[src/rtl/adder_bist.sv]
// adder_bist: built-in self-test controller for a 32-bit combinational adder.
// Two Galois LFSRs produce operand pairs on a/b; the adder result z is checked
// against an internal a+b reference, two cycles per vector (DRIVE, CHECK).
// Optional feature: define ADDER_BIST_FAIL_CAPTURE_EN to add the fail_a/fail_b/
// fail_z ports, which latch the first mismatching vector of a run.
module adder_bist #(
   parameter logic [31:0] NUM_OF_TESTS = 32'd64,
   parameter logic [31:0] SEED_A       = 32'h3C6E_F372,
   parameter logic [31:0] SEED_B       = 32'hA54F_F53A
) (
   input  logic        clk,
   input  logic        reset,
   input  logic        start,
   output logic [31:0] a,
   output logic [31:0] b,
   input  logic [31:0] z,
   output logic        busy,
   output logic        done,
   output logic        pass,
   output logic [31:0] vectornum,
   output logic [31:0] errors
`ifdef ADDER_BIST_FAIL_CAPTURE_EN
   ,
   output logic [31:0] fail_a,
   output logic [31:0] fail_b,
   output logic [31:0] fail_z
`endif
);

   localparam logic [31:0] LFSR_TAPS  = 32'h8020_0003;
   // An all-zero seed would lock the LFSR at zero, so it is replaced by 1.
   localparam logic [31:0] SEED_A_EFF = (SEED_A == 32'd0) ? 32'd1 : SEED_A;
   localparam logic [31:0] SEED_B_EFF = (SEED_B == 32'd0) ? 32'd1 : SEED_B;

   typedef enum logic [1:0] {
      ST_IDLE  = 2'd0,
      ST_DRIVE = 2'd1,
      ST_CHECK = 2'd2,
      ST_DONE  = 2'd3
   } state_t;

   state_t      state_q, state_d;
   logic [31:0] a_q, a_d;
   logic [31:0] b_q, b_d;
   logic [31:0] vectornum_q, vectornum_d;
   logic [31:0] errors_q, errors_d;
   logic [31:0] z_correct;
   logic        mismatch;

`ifdef ADDER_BIST_FAIL_CAPTURE_EN
   logic [31:0] fail_a_q, fail_a_d;
   logic [31:0] fail_b_q, fail_b_d;
   logic [31:0] fail_z_q, fail_z_d;
`endif

   // Galois right-shift step for x^32+x^22+x^2+x+1; never maps a nonzero value to 0.
   function automatic logic [31:0] lfsr_step(input logic [31:0] x);
      lfsr_step = (x >> 1) ^ (x[0] ? LFSR_TAPS : 32'd0);
   endfunction

   // Reference sum; the carry-out is intentionally dropped.
   assign z_correct = a_q + b_q;
   assign mismatch  = (z != z_correct);

   // Next-state and datapath update: load seeds on start, check and advance in CHECK.
   always_comb begin
      state_d     = state_q;
      a_d         = a_q;
      b_d         = b_q;
      vectornum_d = vectornum_q;
      errors_d    = errors_q;
`ifdef ADDER_BIST_FAIL_CAPTURE_EN
      fail_a_d    = fail_a_q;
      fail_b_d    = fail_b_q;
      fail_z_d    = fail_z_q;
`endif
      case (state_q)
         ST_IDLE, ST_DONE: begin
            if (start) begin
               a_d         = SEED_A_EFF;
               b_d         = SEED_B_EFF;
               vectornum_d = 32'd0;
               errors_d    = 32'd0;
`ifdef ADDER_BIST_FAIL_CAPTURE_EN
               fail_a_d    = 32'd0;
               fail_b_d    = 32'd0;
               fail_z_d    = 32'd0;
`endif
               state_d     = ST_DRIVE;
            end
         end
         ST_DRIVE: begin
            // Operands were stable for a full cycle; the adder output is settled.
            state_d = ST_CHECK;
         end
         ST_CHECK: begin
            vectornum_d = vectornum_q + 32'd1;
            if (mismatch) begin
               errors_d = errors_q + 32'd1;
`ifdef ADDER_BIST_FAIL_CAPTURE_EN
               // errors_q is zero only until the first mismatch of this run.
               if (errors_q == 32'd0) begin
                  fail_a_d = a_q;
                  fail_b_d = b_q;
                  fail_z_d = z;
               end
`endif
            end
            a_d     = lfsr_step(a_q);
            b_d     = lfsr_step(b_q);
            state_d = (vectornum_d == NUM_OF_TESTS) ? ST_DONE : ST_DRIVE;
         end
         default: state_d = ST_IDLE;
      endcase
   end

   // State and status registers; synchronous reset clears everything.
   always_ff @(posedge clk) begin
      if (reset) begin
         state_q     <= ST_IDLE;
         a_q         <= 32'd0;
         b_q         <= 32'd0;
         vectornum_q <= 32'd0;
         errors_q    <= 32'd0;
`ifdef ADDER_BIST_FAIL_CAPTURE_EN
         fail_a_q    <= 32'd0;
         fail_b_q    <= 32'd0;
         fail_z_q    <= 32'd0;
`endif
      end else begin
         state_q     <= state_d;
         a_q         <= a_d;
         b_q         <= b_d;
         vectornum_q <= vectornum_d;
         errors_q    <= errors_d;
`ifdef ADDER_BIST_FAIL_CAPTURE_EN
         fail_a_q    <= fail_a_d;
         fail_b_q    <= fail_b_d;
         fail_z_q    <= fail_z_d;
`endif
      end
   end

   assign a         = a_q;
   assign b         = b_q;
   assign vectornum = vectornum_q;
   assign errors    = errors_q;
   assign busy      = (state_q == ST_DRIVE) || (state_q == ST_CHECK);
   assign done      = (state_q == ST_DONE);
   // Decoded only from flops, so it cannot glitch on z.
   assign pass      = done && (errors_q == 32'd0);
`ifdef ADDER_BIST_FAIL_CAPTURE_EN
   assign fail_a    = fail_a_q;
   assign fail_b    = fail_b_q;
   assign fail_z    = fail_z_q;
`endif

endmodule
[config.mk]
export PLATFORM = sky130hd
export DESIGN_NAME = adder_bist
export DESIGN_NICKNAME = d
export VERILOG_FILES = /design/src/rtl/adder_bist.sv
export SDC_FILE = /design/constraint.sdc
export NUM_CORES = 1
export LEC_CHECK = 0
export CORE_MARGIN = 2
export CORE_UTILIZATION = 46
export CTS_CLUSTER_DIAMETER = 200
export DETAILED_ROUTE_END_ITERATION = 16
export PLACE_DENSITY = 0.78
export SLEW_MARGIN = 10
export SYNTH_ARGS = -nofsm -noshare
export SYNTH_HDL_FRONTEND = slang
export SYNTH_SLANG_ARGS = --single-unit
[constraint.sdc]
create_clock -name clk -period 4.2 [get_ports clk]
set_input_delay 0.84 -clock clk [delete_from_list [all_inputs] [get_ports clk]]
set_output_delay 0.84 -clock clk [all_outputs]
set_load 0.05 [all_outputs]
==> metrics.txt, run 1 <==
Bufs and invs on worst path=0; Non-Filler Instances=1531; status=complete, no violations; FILL cells=1655; post-route antenna net violation count=0; # port buffers=165; syn nets=1235; Final Net Count=1356; vias after detailed routing=9630; Iteration-0 DRC Markers=939; vias per cell=6.29; worst-path maximum fanout=12; Clk pwr share=0.351; Yosys reg bits=130; Post-Syn Instances=1161; core area=0.0187 mm²; layout cells sized above 1=0.0625; Worst path slowest cell=or4_4; Post-synth ARST share=0; worst path cell trace=ha_1, fa_1, a211o_1, a211oi_4, nor3_1, a221o_1, mux2_4, nor4_4, nand4_2, or4_4, and3_1, a31o_1; Synth Warn #=0; register area=0.00260 mm²; clk_skew=0.0191 ns; Multi-input gate area=0.00581 mm²; post-DP HPWL=20.5 mm; count of different cell masters after synthesis=78; setup TNS=0 ns; worst path arrival time=4.29 ns; final core utilization=0.601; Slew Limit Fails=0; Switching Share=0.371; NetSw=1.72 mW; io pins=166; FMAX=252 MHz; period utilization=0.946; CP Class=flip-flop to flip-flop; Row Count=50; Mapped Area=0.00879 mm²; clock root cell=clkbuf_16; cell taking the most area after synthesis=dfxtp_1; CTS H-Tree Depth=4; Post-Place Setup Slack=0.206 ns; largest net degree at the start of global routing=76; final instance area=0.0112 mm²; Placed Area=0.0106 mm²; Placed Cells=1497; first-pass GRT wire length=46.1 mm; DRC viols=0; average wire per cell in the routed design=18.8 µm; Initial Utilization=0.470; final wirelength=28.8 mm; Final setup viols=0; grt ovf=0; Yosys top cell area share=0.296; peak supply drop=0.000265 V; Hold Fails Final Rpt=0; Hold WS=0.525 ns; CP max stage delay=0.62 ns; Critical Path RT=4.52 ns; sequential share of the synthesized area=0.296; post-layout minimum cycle time=3.97 ns; die height=142 µm; Combinational Power Share=0.344; RSZ-0062 raised after global routing=yes; Pwr per Cell Area=412 mW/mm²; drt first pass iters=6; leak pwr=4.15 nW; average size of a mapped cell=7.57 µm²; Inserted Clock Buffers=17; cts hold-fix bufs=0; vias in the first global route=8706; Rel. slew slack=0.407; most frequently used flop master after synthesis=dfxtp_1; clock-pin slew on the worst setup and hold paths=0.06 ns; Setup WS post-layout=0.225 ns; Least-Margin Pin Slew=0.887 ns; Placer Congestion=1.01; clock latency on the worst-skew pair=0.43 ns; CTS tree=done; Cell Int Power=2.91 mW; Setup Buffers After CTS=0; Global Route Usage Sum=0.282; Hold Crit Class=flip-flop to flip-flop; CTS Sinks=130; max-cap violation count=0; initial antenna violation count=2; Sequential Power Share=0.305; Die Area=0.0202 mm²; element type at the critical path start=flip-flop; Die X=142 µm; Post-synth EDFFs=0; CP top delay family=simple AND/OR/NAND/NOR gates; area delta synth->final=27.9%; total power draw=4.63 mW; top cells by area, synth=dfxtp_1 (30%), nor2_1 (6.9%), ha_1 (5.4%); clk buf depth=2; CP Capture Type=flip-flop
## sequential cells by signal, summed over array words and instances (netlist names)
register   flops
a             32
state_q        2
vectornum     32
errors        32
b             32
## per-layer routing
| layer | vias up | routed length [µm] | GRT usage |
|---|---|---|---|
| met2 | 381 | 13200 | 0.446 |
| met5 | - | 0 | 0 |
| li1 | 4608 | - | - |
| met1 | 4596 | 13000 | 0.384 |
| met4 | 0 | 686 | 0.0926 |
| met3 | 45 | 1900 | 0.0569 |
## final cells by class
cell class | count | area share
Inverter | 13 | 0.00434
Timing Repair Buffer | 190 | 0.164
Multi-Input combinational cell | 930 | 0.516
Antenna cell | 2 | 0.000445
Sequential cell | 130 | 0.231
Clock buffer | 20 | 0.0415
Tap cell | 234 | 0.0260
Clock inverter | 12 | 0.0158
## kinds of logic after synthesis
group | count (synthesis) | synth area share
buffers and inverters | 101 | 0.0473
AOI/OAI and AO/OA | 374 | 0.284
adders and majority gates | 39 | 0.0564
DFF | 130 | 0.296
xor gates and xnor gates | 50 | 0.0498
and+or+nand+nor | 459 | 0.257
muxes | 8 | 0.00996
## worst min-delay path: stages (launching register included)
cell,delay (ns)
dfxtp_1,0.35
o31ai_1,0.08
a21oi_1,0.05
## repair_timing
item | 4_1_cts | 5_1_grt
hold endpoints to repair | 0 | 0
endpoints found under the setup margin | 0 | 3
gates resized for setup | 0 | 2
## layout by cell type (no fill, tap or decap), drive strengths merged, types with 15 or more instances in the layout
cell and n:
nand2 83, o21ai 58, a22oi 36, xnor2 30, buf 26, dfxtp 130, o31ai 29, xor2 20
nor2 161, nand3 48, nor3 26, or4 15, nor4 19, clkbuf 20, o22ai 42, a31oi 24
nand4 25, a21oi 85, and3 25, a211oi 15, ha 38, clkdlybuf4s50 164
## cells in the mapped netlist (11+ instances only)
cell type  instances
nor2_1           161
dfxtp_1          130
a21oi_1           85
nand2_1           83
clkbuf_1          69
o21ai_0           53
nand3_1           48
o22ai_1           42
ha_1              38
a22oi_1           36
xnor2_1           30
o31ai_1           27
nor3_1            26
and3_1            25
a31oi_1           24
nand4_1           23
xor2_1            20
nor4_1            17
a211oi_1          14
and2_1            14
or4_1             14
inv_1             12
o21a_1            11
## power groups by stage
stage	clock network [mW]	logic, mW	registers (mW)
floorplan	0	0.842	1.67
global placement	0	1.55	1.44
detailed placement	0	1.56	1.44
CTS	1.64	1.57	1.41
global route	1.69	1.71	1.43
finish	1.62	1.59	1.42
## final timing paths
kind | end | startpoint | cells after the start | slack, ns
max reg2reg | errors[5] | a[0] | 12 | 0.23
min | errors[13] | errors[13] | 2 | 0.53
min reg2reg | errors[13] | errors[13] | 2 | 0.53
max | errors[5] | a[0] | 12 | 0.23
Note: power is estimated with default switching activity, not from simulation.
==> inputs of run 2 (changes only) <==
REMOVE_ABC_BUFFERS = 1   (was not set)
SLEW_MARGIN = not set   (was 10)
==> metrics.txt, run 2 (same netlist as run 1, synthesis figures left out) <==
status=complete, no violations; NetSw=1.75 mW; FILL cells=1685; vias after detailed routing=9631; Initial Utilization=0.470; core area=0.0187 mm²; Rel. slew slack=0.488; CTS tree=done; Placer Congestion=0.987; Critical Path RT=4.55 ns; CTS Sinks=130; vias per cell=6.29; Least-Margin Pin Slew=0.768 ns; Placed Area=0.0106 mm²; Row Count=50; element type at the critical path start=flip-flop; Combinational Power Share=0.345; period utilization=0.959; Hold Path End=vectornum[4]; post-DP HPWL=20.0 mm; leading cell type in the layout, fill and taps excluded=clkdlybuf4s50_1; commonest cells after routing, fill and taps aside=clkdlybuf4s50_1 (164), nor2_1 (161), dfxtp_1 (130); clk_skew=0.0136 ns; Global Route Usage Sum=0.275; drt first pass iters=5; final wirelength=28.3 mm; Slew Limit Fails=0; met3 GRT Util=0.0720; clock root cell=clkbuf_16; post-layout minimum cycle time=4.03 ns; # port buffers=165; Cell Int Power=2.81 mW; DRC viols=0; die height=142 µm; FF-to-FF path depth=15; Final setup viols=0; Hold Crit Class=flip-flop to flip-flop; Reg2Reg Setup Slack=0.17 ns; Top Usage Layer GRT=met2; cts hold-fix bufs=0; CP Capture Type=flip-flop; clk buf depth=2; Final Net Count=1357; initial antenna violation count=1; worst-path maximum fanout=20; setup TNS=0 ns; area delta synth->final=27.8%; Iteration-0 DRC Markers=907; Die Area=0.0202 mm²; worst hold stages=2; Clk pwr share=0.345; clock-pin slew on the worst setup and hold paths=0.06 ns; peak supply drop=0.000292 V; layout cells sized above 1=0.0625; GR Layer Usage met1=0.361; average wire per cell in the routed design=18.5 µm; first-pass GRT wire length=45.1 mm; post-route antenna net violation count=0; Pwr per Cell Area=406 mW/mm²; largest net degree at the start of global routing=72; GR met2 Demand/Resource=0.438; Sequential Power Share=0.310; io pins=166; grt ovf=0; FMAX=248 MHz; Switching Share=0.384; leak pwr=4.13 nW; vias in the first global route=8619; Die X=142 µm; Hold Fails Final Rpt=0; CTS H-Tree Depth=4; hold_sp=vectornum[4]; final instance area=0.0112 mm²; clock latency on the worst-skew pair=0.43 ns; worst r2r dst=errors[0]; Inserted Clock Buffers=17; worst path arrival time=4.38 ns; Reg2Reg Launch Point=a[0]; max-cap violation count=0; CP Class=flip-flop to flip-flop
run 2: cell count changes in the layout (fill, tap and decap cells not counted), sizes merged:
cell	delta
bufinv	-1
clkbuf	-1
clkinv	-4
clkinvlp	+4
diode	-1
inv	+3
run 2: final cells by class:
type,count,area [µm²],area share
antenna,1,2.50,0.000223
tap,234,293,0.0261
multi-input combinational,930,5810,0.517
clock inverter,14,179,0.0159
sequential,130,2600,0.232
inverter,13,48.8,0.00434
timing repair buffer,191,1870,0.167
clock buffer,18,429,0.0382
run 2: worst max-delay path by stage:
stage | from | end | slack, ns | cells past startpoint
after floorplan | state_q[0] | errors[15] | -1.50 | 6
after global placement | z[17] | errors[5] | 0.15 | 11
after detailed placement | z[17] | errors[5] | 0.13 | 11
after CTS | a[0] | errors[5] | 0.18 | 12
after global routing | a[0] | errors[1] | -0.004 | 15
final | a[0] | errors[0] | 0.17 | 15
run 2: through the flow:
stage | hold slack, ns | util | cells | setup slack, ns | power (mW)
final | 0.530 | 0.601 | 1531 | 0.173 | 4.56
after CTS | 0.536 | 0.599 | 1528 | 0.177 | 4.56
after global placement | 0.504 | 0.566 | 1496 | 0.152 | 2.98
after detailed placement | 0.528 | 0.566 | 1496 | 0.129 | 2.99
after global routing | 0.548 | 0.601 | 1531 | -0.00394 | 4.75
after floorplan | 0.505 | - | 1073 | -1.50 | 2.49
run 2: timing repair:
action,CTS,global route
setup buffers,0,1
hold endpoints to repair,0,0
setup endpoints to repair,0,1
gates resized for setup,0,0
run 2: routing by layer:
layer | part of all wire | vias up
met4 | 0.031 | 0
met3 | 0.085 | 56
met2 | 0.46 | 446
met1 | 0.42 | 4525
met5 | 0 | -
li1 | - | 4604
run 2: power by group through the flow:
stage	clock network (mW)	registers, mW	logic [mW]
global route	1.64	1.42	1.69
global placement	0	1.44	1.54
CTS	1.59	1.41	1.56
finish	1.57	1.41	1.57
detailed placement	0	1.44	1.55
floorplan	0	1.67	0.817
run 2: worst max-delay path, cell delays in order (launching register included):
cell and delay, ns:
dfxtp_1 0.31, ha_1 0.24, fa_1 0.41, a211o_1 0.35
a211oi_4 0.27, nor3_1 0.12, a221o_1 0.42, mux2_4 0.34
nor4_4 0.27, nand4_2 0.16, buf_4 0.19, nor4_4 0.23
buf_4 0.19, buf_12 0.16, nor2_1 0.09, o31ai_2 0.19
